File: src/rtl/if_prefetch_unit.sv
// Instruction-fetch stage with a DEPTH-entry {PC, instruction} prefetch FIFO.
// Optional macro IF_SQUASH_CNT_EN enables the squashed-entry counter.
module if_prefetch_unit #(
    parameter int unsigned          ADDR_W   = 32,
    parameter int unsigned          INSTR_W  = 32,
    parameter int unsigned          DEPTH    = 4,
    parameter int unsigned          PC_STEP  = 4,
    parameter logic [ADDR_W-1:0]    RESET_PC = '0
) (
    input  logic               clk,
    input  logic               rst,
    input  logic               freeze,
    input  logic               Branch_taken,
    input  logic [ADDR_W-1:0]  BranchAddr,
    output logic               imem_req,
    output logic [ADDR_W-1:0]  imem_addr,
    input  logic [INSTR_W-1:0] imem_rdata,
    output logic               out_valid,
    input  logic               out_ready,
    output logic [ADDR_W-1:0]  PC,
    output logic [INSTR_W-1:0] Instruction,
    output logic [15:0]        squash_count
);

    localparam int unsigned PW = $clog2(DEPTH);
    localparam int unsigned CW = PW + 1;

    logic [ADDR_W-1:0]  fetch_pc;
    logic               inflight;
    logic [ADDR_W-1:0]  inflight_addr;
    logic [CW-1:0]      count;
    logic [PW-1:0]      wr_ptr;
    logic [PW-1:0]      rd_ptr;
    logic [CW:0]        occupancy;
    logic               push;
    logic               pop;

    logic [ADDR_W-1:0]  fifo_addr  [DEPTH];
    logic [INSTR_W-1:0] fifo_instr [DEPTH];

    // Occupancy counts the in-flight fetch so its slot is reserved at request time.
    always_comb begin
        occupancy = {1'b0, count} + {{CW{1'b0}}, inflight};
        imem_req  = !rst && !freeze && !Branch_taken && (occupancy < (CW+1)'(DEPTH));
        imem_addr = fetch_pc;
        out_valid = (count != '0);
        push      = inflight && !Branch_taken;
        pop       = out_valid && out_ready && !freeze && !Branch_taken;
    end

    always_ff @(posedge clk or posedge rst) begin
        if (rst) begin
            fetch_pc      <= RESET_PC;
            inflight      <= 1'b0;
            inflight_addr <= '0;
        end else if (Branch_taken) begin
            fetch_pc      <= BranchAddr;
            inflight      <= 1'b0;
        end else begin
            inflight <= imem_req;
            if (imem_req) begin
                inflight_addr <= fetch_pc;
                fetch_pc      <= fetch_pc + ADDR_W'(PC_STEP);
            end
        end
    end

    always_ff @(posedge clk or posedge rst) begin
        if (rst) begin
            count  <= '0;
            wr_ptr <= '0;
            rd_ptr <= '0;
        end else if (Branch_taken) begin
            count  <= '0;
            wr_ptr <= '0;
            rd_ptr <= '0;
        end else begin
            if (push) wr_ptr <= wr_ptr + 1'b1;
            if (pop)  rd_ptr <= rd_ptr + 1'b1;
            case ({push, pop})
                2'b10:   count <= count + 1'b1;
                2'b01:   count <= count - 1'b1;
                default: count <= count;
            endcase
        end
    end

    // Storage needs no reset: head outputs are masked while the FIFO is empty.
    always_ff @(posedge clk) begin
        if (push) begin
            fifo_addr[wr_ptr]  <= inflight_addr;
            fifo_instr[wr_ptr] <= imem_rdata;
        end
    end

    always_comb begin
        PC          = '0;
        Instruction = '0;
        if (out_valid) begin
            PC          = fifo_addr[rd_ptr] + ADDR_W'(PC_STEP);
            Instruction = fifo_instr[rd_ptr];
        end
    end

`ifdef IF_SQUASH_CNT_EN
    logic [15:0] squash_q;
    logic [16:0] squash_sum;

    always_comb squash_sum = {1'b0, squash_q} + 17'(occupancy);

    always_ff @(posedge clk or posedge rst) begin
        if (rst) begin
            squash_q <= '0;
        end else if (Branch_taken) begin
            squash_q <= squash_sum[16] ? 16'hFFFF : squash_sum[15:0];
        end
    end

    assign squash_count = squash_q;
`else
    assign squash_count = '0;
`endif

endmodule

File: config.mk
export PLATFORM = sky130hd
export DESIGN_NAME = if_prefetch_unit
export DESIGN_NICKNAME = d
export VERILOG_FILES = /design/src/rtl/if_prefetch_unit.sv
export SDC_FILE = /design/constraint.sdc
export NUM_CORES = 1
export LEC_CHECK = 0
export BUFFER_PORTS_ARGS = -buffer_cell sky130_fd_sc_hd__buf_4
export CAP_MARGIN = 15
export CORE_ASPECT_RATIO = 0.6
export CORE_UTILIZATION = 55
export CTS_CLUSTER_SIZE = 25
export DETAILED_ROUTE_END_ITERATION = 10
export GPL_ROUTABILITY_DRIVEN = 0
export HOLD_SLACK_MARGIN = 0.12
export PLACE_DENSITY = 0.83
export SLEW_MARGIN = 20
export SYNTH_ARGS = -nofsm -noshare
export SYNTH_HDL_FRONTEND = slang
export SYNTH_SLANG_ARGS = --single-unit
File: constraint.sdc
create_clock -name clk -period 4 [get_ports clk]
set_clock_uncertainty 0.2 [all_clocks]
set_input_delay 0.6 -clock clk [delete_from_list [all_inputs] [get_ports clk]]
set_output_delay 0.6 -clock clk [all_outputs]
set_load 0.1 [all_outputs]
==> impl_metrics.env <==
export IMPL_fill_cells=1519
export IMPL_timing_hold_ws_ns=0.151
export IMPL_arrival_ns=3.43
export IMPL_fp_dieW_um=208
export IMPL_start_util_pct=57.1
export IMPL_grt_usage_pct=25.8
export IMPL_die_h_um=126
export IMPL_post_dp_hpwl_mm=21.6
export IMPL_max_freq_mhz=236
export IMPL_routed_via_density=6.01
export IMPL_cts_tree="built"
export IMPL_period_minus_slack_ns=4.23
export IMPL_setup_viol=17
export IMPL_drive_gt1_share_pct=30.6
export IMPL_worst_pin_slew_ns=0.759
export IMPL_rr_startpoint="count[2]"
export IMPL_clock_sinks=328
export IMPL_grt_max_degree=55
export IMPL_syn_avg_cell_area_um2=15.1
export IMPL_fin_crit_sh_pct=106
export IMPL_drt_wl_total_mm=33.9
export IMPL_diodes=0
export IMPL_synth_cell_area_um2=14100
export IMPL_path_clk_slew_ns=0.07
export IMPL_synth_edf_count=256
export IMPL_ant_nets=0
export IMPL_power_mw=8.56
export IMPL_synth_seq_cells=328
export IMPL_synth_main_ff_cell="edfxtp_1"
export IMPL_failed_checks="negative setup slack"
export IMPL_grt_pass1_vias=8895
export IMPL_fin_nets=1269
export IMPL_place_ws_ns=0.0453
export IMPL_crit_end="PC[26]"
export IMPL_slew_viol_final=0
export IMPL_yosysSeqAreaShare_pct=67.5
export IMPL_fp_dieArea_um2=26200
export IMPL_firstDrtPassIters=5
export IMPL_critPathMaxFanout=15
export IMPL_min_path_cells=3
export IMPL_r2r_slack_ns=1.12
export IMPL_cts_root_buf="clkbuf_16"
export IMPL_grt_first_pass_wirelength_mm=51.8
export IMPL_critPathLaunch="rd_ptr[0]"
export IMPL_core_area_um2=24600
export IMPL_max_slew_margin_pct=49.0
export IMPL_drv_cap=0
export IMPL_status="complete, but fails checks"
export IMPL_peakVddDrop_mv=0.279
export IMPL_finalHoldViolCount=0
export IMPL_r2r_end="imem_addr[23]"
export IMPL_layout_area_overhead_vs_synth_pct=25.9
export IMPL_fin_ws_ns=-0.232
export IMPL_vias=9236
export IMPL_post_drt_wl_per_cell_um=22.1
export IMPL_place_inst=1407
export IMPL_synth_warning_count=0
export IMPL_powerDensity_nw_per_um2=483
export IMPL_route_detailed_drc=0
export IMPL_synth_cell_types=56
export IMPL_htree_levels=1
export IMPL_antenna_found_initial=0
export IMPL_fin_cells=1537
export IMPL_fin_util_pct=72.0
export IMPL_startpoint_type="register"
export IMPL_clock_path_buffers=3
export IMPL_end_kind="output port"
export IMPL_io_buffers=166
export IMPL_dr_first_iter_drc_count=1052
export IMPL_path_class="reg -> out"
export IMPL_async_reset_ff_share_pct=22.0
export IMPL_p_leak_nw=6.58
export IMPL_cp_required_ns=3.20
export IMPL_rsz0062_at_grt="yes"
export IMPL_cts_buffers=29
export IMPL_synth_cells=929
export IMPL_reg2reg_depth=6
export IMPL_hold_class="in -> reg"
export IMPL_row_count=44
export IMPL_clkLatencyLatePin_ns=0.56
export IMPL_overflow=0
export IMPL_io_pins=183
[worst max-delay path: stages, from the launching register on]
cell and delay (ns):
dfrtp_4 0.53, buf_12 0.18, mux4_2 0.36, nand4_1 0.24, or4_4 0.60, or4_4 0.57, a21oi_4 0.20, buf_12 0.19
[worst min path at each step]
stage / startpoint / end
after floorplan: inflight_addr[0] / fifo_addr[0][0]
after global placement: imem_addr[1] / inflight_addr[1]
after detailed placement: imem_addr[1] / inflight_addr[1]
after CTS: BranchAddr[22] / imem_addr[22]
after global routing: BranchAddr[22] / imem_addr[22]
final: BranchAddr[22] / imem_addr[22]
[metrics by stage]
stage | area (um^2) | setup TNS [ns]
after CTS | 17600 | -2.15
after global routing | 17700 | -4.30
after detailed placement | 15900 | 0
after floorplan | 14300 | -0.350
after global placement | 15900 | 0
final | 17700 | -2.78
[cell families after synthesis]
group           synth area share [%]
flops                           67.5
simple gates                    10.9
compound gates                  4.89
buf+inv                         3.28
mux                             11.6
xor+xnor                        1.12
fa+ha+maj                      0.676
other cells                   0.0267
[layout make-up]
cell class                 count  area (um^2)  share of cell area (%)
sequential                   328         9490                    53.6
multi-input combinational    535         4360                    24.6
timing repair buffer         284         2500                    14.1
clock buffer                  43          808                    4.56
tap                          322          403                    2.28
clock inverter                10         82.6                   0.466
inverter                      15         56.3                   0.318
[cell usage in the layout (no fill, tap or decap), types with 10 or more instances in the layout]
master,n
edfxtp_1,256
nor2_1,32
a21oi_1,10
mux4_1,11
conb_1,16
dlygate4sd3_1,62
and2_1,38
clkbuf_16,29
nand3_1,25
buf_12,14
o21ai_0,32
buf_4,200
dfrtp_1,70
nand4_1,13
mux4_2,52
clkbuf_1,11
nand2_1,136
inv_1,13
xnor2_1,13
[power breakdown]
group          switching (mW)  internal [mW]
clock                    1.20           1.46
combinational            1.32          0.484
sequential              0.218           3.87
[what timing repair did]
action / in CTS / in global routing
cloned: 1 / 0
hold buffers: 62 / 0
pin swaps: 7 / 4
hold endpoints to repair: 175 / 0
resized for setup: 65 / 10
setup buffers: 10 / 4
setup endpoints to repair: 16 / 18
[synthesized netlist by cell type (all sizes together), types with 13 or more instances]
cell	number	area (um^2)
o21ai	32	160
a21oi	22	110
nand2	136	510
buf	33	268
xnor2	13	114
clkbuf	34	138
inv	14	52.6
edfxtp	256	7690
nand4	14	93.8
nand3	26	130
dfrtp	72	1800
mux4	63	1510
nor2	33	124
and2	42	263
[flip-flops by register name, indices dropped and copies added (netlist names)]
register	cells
count	3
inflight	1
imem_addr	32
rd_ptr	2
fifo_addr	128
fifo_instr	128
wr_ptr	2
inflight_addr	32
[metal layers]
layer  track usage (%)  wire length (um)  up-vias
met5                 0                 0        -
met2              36.2             14500      555
met4              4.75               430        0
met3              5.66              3270       45
met1              41.7             15700     4573
li1                  -                 -     4063
No activity file was read; power rests on OpenSTA's default activity.
